`config.mk`:
```
export PLATFORM = sky130hd
export DESIGN_NAME = ram_access_arbiter
export DESIGN_NICKNAME = d
export VERILOG_FILES = /design/src/rtl/ram_access_arbiter_pkg.sv /design/src/rtl/ram_access_arbiter_rr_arbiter2.sv /design/src/rtl/ram_access_arbiter.sv
export SDC_FILE = /design/constraint.sdc
export NUM_CORES = 1
export LEC_CHECK = 0
export CORE_ASPECT_RATIO = 1.2
export CORE_MARGIN = 2
export CORE_UTILIZATION = 38
export DETAILED_ROUTE_END_ITERATION = 10
export PLACE_DENSITY = 0.77
export SYNTH_ARGS = -nofsm -noshare
export SYNTH_HDL_FRONTEND = slang
export SYNTH_SLANG_ARGS = --single-unit
```
`constraint.sdc`:
```
create_clock -name clk -period 2.1 [get_ports clk]
set_clock_uncertainty 0.2 [all_clocks]
set_input_delay 0.21 -clock clk [delete_from_list [all_inputs] [get_ports clk]]
set_output_delay 0.21 -clock clk [all_outputs]
set_load 0.02 [all_outputs]
```
`src/rtl/ram_access_arbiter_pkg.sv`:
```
// +----------------------------------------------------------------------------+
// | ram_access_arbiter_pkg : shared sizes, FSM state codes and port IDs         |
// | Rev 1.0                                                                     |
// +----------------------------------------------------------------------------+
`default_nettype none

package ram_access_arbiter_pkg;

  localparam int RAM_ADLINES   = 8;
  localparam int RAM_DATALINES = 16;
  localparam int RAM_SIZE      = 256;

  localparam logic [1:0] ST_IDLE   = 2'd0;
  localparam logic [1:0] ST_SETUP  = 2'd1;
  localparam logic [1:0] ST_STROBE = 2'd2;
  localparam logic [1:0] ST_DONE   = 2'd3;

  localparam logic PORT_A = 1'b0;
  localparam logic PORT_B = 1'b1;

  function automatic logic addr_in_range(input logic [31:0] addr, input logic [31:0] size);
    return addr < size;
  endfunction

endpackage

`default_nettype wire

```
`src/rtl/ram_access_arbiter_rr_arbiter2.sv`:
```
// +----------------------------------------------------------------------------+
// | rr_arbiter2 : two-way round-robin grant with a favour pointer               |
// | Rev 1.0                                                                     |
// +----------------------------------------------------------------------------+
`default_nettype none

module rr_arbiter2
  import ram_access_arbiter_pkg::*;
(
  input  logic       clk,
  input  logic       reset,
  input  logic [1:0] req,
  input  logic       advance,
  output logic       grant_valid,
  output logic       grant_port
);

  logic pointer;

  always_comb begin
    grant_valid = |req;
    if (&req)
      grant_port = pointer;
    else if (req[1])
      grant_port = PORT_B;
    else
      grant_port = PORT_A;
  end

  // After every grant the pointer favours the port that did not win.
  always_ff @(posedge clk or posedge reset) begin
    if (reset)
      pointer <= PORT_A;
    else if (advance && grant_valid)
      pointer <= ~grant_port;
  end

endmodule

`default_nettype wire

```
`src/rtl/ram_access_arbiter.sv`:
```
// +----------------------------------------------------------------------------+
// | ram_access_arbiter : shares one async level-strobed RAM between two ports   |
// | Rev 1.0                                                                     |
// +----------------------------------------------------------------------------+
`default_nettype none

module ram_access_arbiter
  import ram_access_arbiter_pkg::*;
#(
  parameter int ADLINES   = RAM_ADLINES,
  parameter int DATALINES = RAM_DATALINES,
  parameter int RAMSIZE   = RAM_SIZE
) (
  input  logic                 clk,
  input  logic                 reset,
  input  logic                 a_req,
  input  logic                 a_we,
  input  logic [ADLINES-1:0]   a_addr,
  input  logic [DATALINES-1:0] a_wdata,
  output logic [DATALINES-1:0] a_rdata,
  output logic                 a_ack,
  output logic                 a_err,
  input  logic                 b_req,
  input  logic                 b_we,
  input  logic [ADLINES-1:0]   b_addr,
  input  logic [DATALINES-1:0] b_wdata,
  output logic [DATALINES-1:0] b_rdata,
  output logic                 b_ack,
  output logic                 b_err,
  output logic [ADLINES-1:0]   ram_address,
  output logic [DATALINES-1:0] ram_datain,
  input  logic [DATALINES-1:0] ram_dataout,
  output logic                 ram_read,
  output logic                 ram_write,
  output logic                 busy
);

  logic [1:0]           state;
  logic                 cur_port;
  logic                 cur_we;
  logic                 cur_ok;
  logic                 grant_valid;
  logic                 grant_port;
  logic                 advance;
  logic                 sel_we;
  logic [ADLINES-1:0]   sel_addr;
  logic [DATALINES-1:0] sel_wdata;

  assign advance = (state == ST_IDLE);

  rr_arbiter2 u_arb (
    .clk         (clk),
    .reset       (reset),
    .req         ({b_req, a_req}),
    .advance     (advance),
    .grant_valid (grant_valid),
    .grant_port  (grant_port)
  );

  always_comb begin
    if (grant_port == PORT_B) begin
      sel_we    = b_we;
      sel_addr  = b_addr;
      sel_wdata = b_wdata;
    end else begin
      sel_we    = a_we;
      sel_addr  = a_addr;
      sel_wdata = a_wdata;
    end
  end

  // ram_address and ram_datain double as the request latches, so they stay
  // put from SETUP through DONE without a separate copy.
  always_ff @(posedge clk or posedge reset) begin
    if (reset) begin
      state       <= ST_IDLE;
      cur_port    <= PORT_A;
      cur_we      <= 1'b0;
      cur_ok      <= 1'b0;
      ram_address <= '0;
      ram_datain  <= '0;
      ram_read    <= 1'b0;
      ram_write   <= 1'b0;
      busy        <= 1'b0;
      a_rdata     <= '0;
      a_ack       <= 1'b0;
      a_err       <= 1'b0;
      b_rdata     <= '0;
      b_ack       <= 1'b0;
      b_err       <= 1'b0;
    end else begin
      case (state)
        ST_IDLE: begin
          if (grant_valid) begin
            state       <= ST_SETUP;
            busy        <= 1'b1;
            cur_port    <= grant_port;
            cur_we      <= sel_we;
            cur_ok      <= addr_in_range(32'(sel_addr), 32'(RAMSIZE));
            ram_address <= sel_addr;
            ram_datain  <= sel_we ? sel_wdata : '0;
          end
        end
        ST_SETUP: begin
          state     <= ST_STROBE;
          ram_read  <= cur_ok & ~cur_we;
          ram_write <= cur_ok & cur_we;
        end
        ST_STROBE: begin
          state     <= ST_DONE;
          ram_read  <= 1'b0;
          ram_write <= 1'b0;
          if (cur_port == PORT_A) begin
            a_ack <= 1'b1;
            a_err <= ~cur_ok;
            if (cur_ok && !cur_we)
              a_rdata <= ram_dataout;
          end else begin
            b_ack <= 1'b1;
            b_err <= ~cur_ok;
            if (cur_ok && !cur_we)
              b_rdata <= ram_dataout;
          end
        end
        ST_DONE: begin
          state <= ST_IDLE;
          busy  <= 1'b0;
          a_ack <= 1'b0;
          a_err <= 1'b0;
          b_ack <= 1'b0;
          b_err <= 1'b0;
        end
        default: begin
          state <= ST_IDLE;
        end
      endcase
    end
  end

endmodule

`default_nettype wire
```
# Yosys cells after proc, flatten, opt, wreduce, memory -nomap -nowiden
# Cells that the tools add are included.
# totals
inputBits	70
reg_bits	69
elab_cells	63
output_inout_bits	63
# classes
n_eq_ne	6
n_reduce_logical	15
bitwise	6
mux	20
# op_table
op	n
16-bit 2-to-1 mux	2
1-bit case mux with 2 select lines	7
2-bit AND reduction	5
1-bit 2-to-1 mux	8
8-bit 2-to-1 mux	1
2-bit case mux with 4 select lines	1
2-bit inequality test, second input constant	3
3-bit AND reduction	2
2-bit nonzero test	3
2-bit equality test, second input constant	2
1-bit NOT	4
1-bit AND	2
2-bit by 1-bit equality test with 1-bit output, second input constant	1
1-bit logical AND	2
2-bit logical NOT	1
2-bit 2-to-1 mux	1
2-bit OR reduction	1
1-bit logical NOT	1

# Depth between registers and ports, before layout
# Gate-level depths: netlist of run 1.
# logic_depth
depth_word	4
mapped_depth	8
ltp_nobuf	6

# By module
# Synthesis of run 1 repeated with hierarchy kept, for this count alone.
# unflattened
cells_unflattened	231
area_unflattened_um2	3001.6
# modules_own_cells
mod	n_inst	cells_per_inst	area_per_inst_um2	seq_area_each_um2
ram_access_arbiter	1	224	2944.1	1701.6
rr_arbiter2	1	7	57.6	25.0

# Worst setup path before layout of run 1
# OpenSTA, ideal clock, no wires.
# synth_timing
path_kind	register to register
start	register state[0]
end	register b_rdata[0]
path_buffers	3
path_slack_ps	213
period_less_slack_ps	1887
arrival_time_ps	1562
setup_ps	125
stages_incl_launch_ff	9
t_required_ps	1775
path_cell_list	dfrtp_1 -> inv_1 -> ha_1 -> buf_4 -> nand2_1 -> or2_1 -> buf_6 -> buf_12 -> mux2_4
# synth_via
elab_chain_cells	2
# synth_lines
element	line	source
start: declaration	ram_access_arbiter.sv:38	logic [1:0] state;
start signal: assignment	ram_access_arbiter.sv:76	state <= ST_IDLE;
start signal: assignment	ram_access_arbiter.sv:95	state <= ST_SETUP;
start signal: assignment	ram_access_arbiter.sv:105	state <= ST_STROBE;
2-bit equality test	ram_access_arbiter.sv:92	case (state)
3-bit AND reduction (no line)	-	
end signal: assignment	ram_access_arbiter.sv:122	b_rdata <= ram_dataout;
end: declaration	ram_access_arbiter.sv:27	output logic [DATALINES-1:0] b_rdata,
# No other way between the ends.
# A chain may end at the register's enable or synchronous reset.

# Worst setup path after layout of run 1
# layout_timing
start	register state[0]
end	register b_rdata[1]
# Same word-level chain as after synthesis.

==> results.tsv, run 1 <==
metric	value	unit
p_leak	2.091	nW
place_hpwl	5474	um
grtUsageTotal	0.1749	
tightest_slew	0.4677	ns
critical_path_arrival	1.95	ns
synthArstFlopShare	1.000	
first_global_vias	2412	
r2r_setup_slack	0.16	ns
cp-end-kind	register	
yosys_warnings	0	
cts_setup_buffers	0	
finalCritPeriodShare	0.9239	
powerDensity	1447	mW/mm2
cp_data_required_time	2.11	ns
tns	0	ns
rsz0062_at_grt	no	
fillers	651	
diodes	0	
final_nets	453	
cts.sinks	69	
vias	2293	
drtIter0Drc	57	
clockBufferDepth	2	
hold_buffers	0	
crit_type	register to register	
initial_core_util	0.3905	
synth-edff-count	0	
drv_slew	0	
die_w	85.02	um
ys_seq_area_frac	0.5769	
hold_viol_final	0	
min_period	1.940	ns
dieArea	0.008605	mm2
slew_headroom	0.6876	
first_pass_iters	4	
drive_gt1_frac	0.1615	
startpoint_type	register	
wl	7006	um
synth_area	0.002993	mm2
holdCritPathClass	input port to async pin	
ioPinCount	133	
core	0.007664	mm2
maxCapViolCount	0	
vdd.ir_drop.worst	0.8512	mV
antenna_found_initial	0	
grt_max_degree	30	
tritoncts	done	
numCtsBuffers	9	
syn2layout_area_growth	55.81	%
post_cts_resized	0	
place_congestion	0.7187	
status	complete, no violations	
fp-row-count	35	
ys.flop_type	dfrtp_1	
synth-seq-cells	69	
fmax	515.4	MHz
via_per_inst	4.817	
cts-root-buf	clkbuf_8	
synth_nets	314	
drc	0	
synth_cell_types	28	
grt_pass1_wl	11850	um
placed_cells	460	
r2r_cells	6	
syn_area_per_cell	12.47	um2
clkSlewWorstSetupHoldPaths	0.07	ns
ant_nets	0	
insertion_delay	0.33	ns
grt-ovfl-total	0	
die_y	101.2	um
worstPathMaxFanout	13	
setup-violations-final	0	
avgRoutedWirePerCell	14.72	um
synthCells	240	
portBuffers	132	
finalNonFillerCells	476	
ctsHtreeMaxLevel	3	
-- per-stage QoR --
step / area [um2] / setup slack [ns] / power (mW) / hold slack, ns / utilization
floorplan: 2997 / 0.2134 / 4.178 / 0.1141 / -
global placement: 4471 / 0.2112 / 5.654 / 0.2612 / 0.5833
detailed placement: 4471 / 0.1532 / 5.762 / 0.2722 / 0.5833
finish: 4663 / 0.1598 / 6.749 / 0.05391 / 0.6085
global route: 4663 / 0.08201 / 7.215 / 0.09226 / 0.6085
CTS: 4663 / 0.1453 / 6.839 / 0.05690 / 0.6085
-- cells in the final DEF (no fill, tap or decap), types with 3 or more instances in the layout --
cell type	count
clkbuf_8	10
mux2_2	23
mux2i_1	24
buf_4	3
o21ai_0	30
mux2_4	10
dfrtp_1	69
nand2_1	36
nor2_1	4
clkdlybuf4s50_1	132
buf_12	5
inv_1	7
ha_1	4
-- report_power, final --
| group | leakage (nW) | switching (mW) | internal, mW |
|---|---|---|---|
| clock | 0.0964 | 0.471 | 0.578 |
| sequential | 0.844 | 0.354 | 1.93 |
| combinational | 1.15 | 1.62 | 1.79 |
| total | 2.09 | 2.44 | 4.30 |
-- state kept, by name, summed over array words and instances (netlist names) --
name / flops
a_err: 1
cur_we: 1
b_ack: 1
ram_address: 8
cur_ok: 1
ram_datain: 16
a_ack: 1
busy: 1
b_err: 1
cur_port: 1
ram_read: 1
b_rdata: 16
a_rdata: 16
state: 2
u_arb.pointer: 1
ram_write: 1
-- cell families (layout without fill, tap and decap cells) --
logic type      Yosys count  count (layout)  share of synthesized area
compound gates           42              42                    0.07609
buf+inv                  20             164                    0.04347
fa+ha+maj                 4               4                    0.01672
mux                      57              57                     0.2170
simple gates             48              48                    0.06982
flops                    69              69                     0.5769
-- routing by layer --
layer  routed length (um)  global-route usage
met4                  107             0.04640
met5                    0                   0
met1                 2750              0.2123
met2                 3457              0.2915
met3                  691             0.07009
-- critical path: stages, from the launching register on --
cell     delay (ns)
dfrtp_1        0.39
inv_1          0.12
ha_1           0.23
nand2_1        0.08
or2_1          0.31
buf_12         0.19
mux2_4         0.30
-- Yosys cell counts, types with 2 or more instances --
cell type,number,area share
dfrtp_1,69,0.58
nand2_1,36,0.045
o21ai_0,30,0.050
mux2i_1,24,0.080
mux2_2,23,0.087
mux2_4,10,0.050
inv_1,8,0.010
buf_6,4,0.015
clkbuf_1,4,0.0050
ha_1,4,0.017
nor2_1,4,0.0050
o21ai_1,4,0.0067
a21oi_1,2,0.0033
buf_4,2,0.0050
nand2b_1,2,0.0042
o22ai_1,2,0.0042
-- worst paths after layout --
check	endpoint	from
max	b_rdata[1]$_DFFE_PP0P_	state[0]$_DFFE_PP0P_
min reg2reg	ram_datain[7]$_DFFE_PP0P_	ram_datain[7]$_DFFE_PP0P_
min	cur_we$_DFFE_PP0P_	reset
min in group clk	ram_datain[7]$_DFFE_PP0P_	ram_datain[7]$_DFFE_PP0P_
max in group asynchronous	b_rdata[3]$_DFFE_PP0P_	reset
max reg2reg	b_rdata[1]$_DFFE_PP0P_	state[0]$_DFFE_PP0P_
-- final cells by class --
class	count	area (um2)	area share
Timing Repair Buffer	140	1444	0.3096
Multi-Input combinational cell	151	1151	0.2468
Sequential cell	69	1727	0.3703
Tap cell	92	115.1	0.02468
Clock inverter	4	47.55	0.01020
Clock buffer	12	145.1	0.03112
Inverter	8	33.78	0.007244
(Power assumes the default switching activity.)
==> run 2: changes to the inputs <==
--- a/config.mk
+++ b/config.mk
@@ -10,6 +10,7 @@
 export CORE_UTILIZATION = 38
 export DETAILED_ROUTE_END_ITERATION = 10
 export PLACE_DENSITY = 0.77
+export SKIP_LAST_GASP = 1
 export SYNTH_ARGS = -nofsm -noshare
 export SYNTH_HDL_FRONTEND = slang
 export SYNTH_SLANG_ARGS = --single-unit
==> results of run 2 <==
The final DEF is identical to that of run 1; final timing and power are the same.
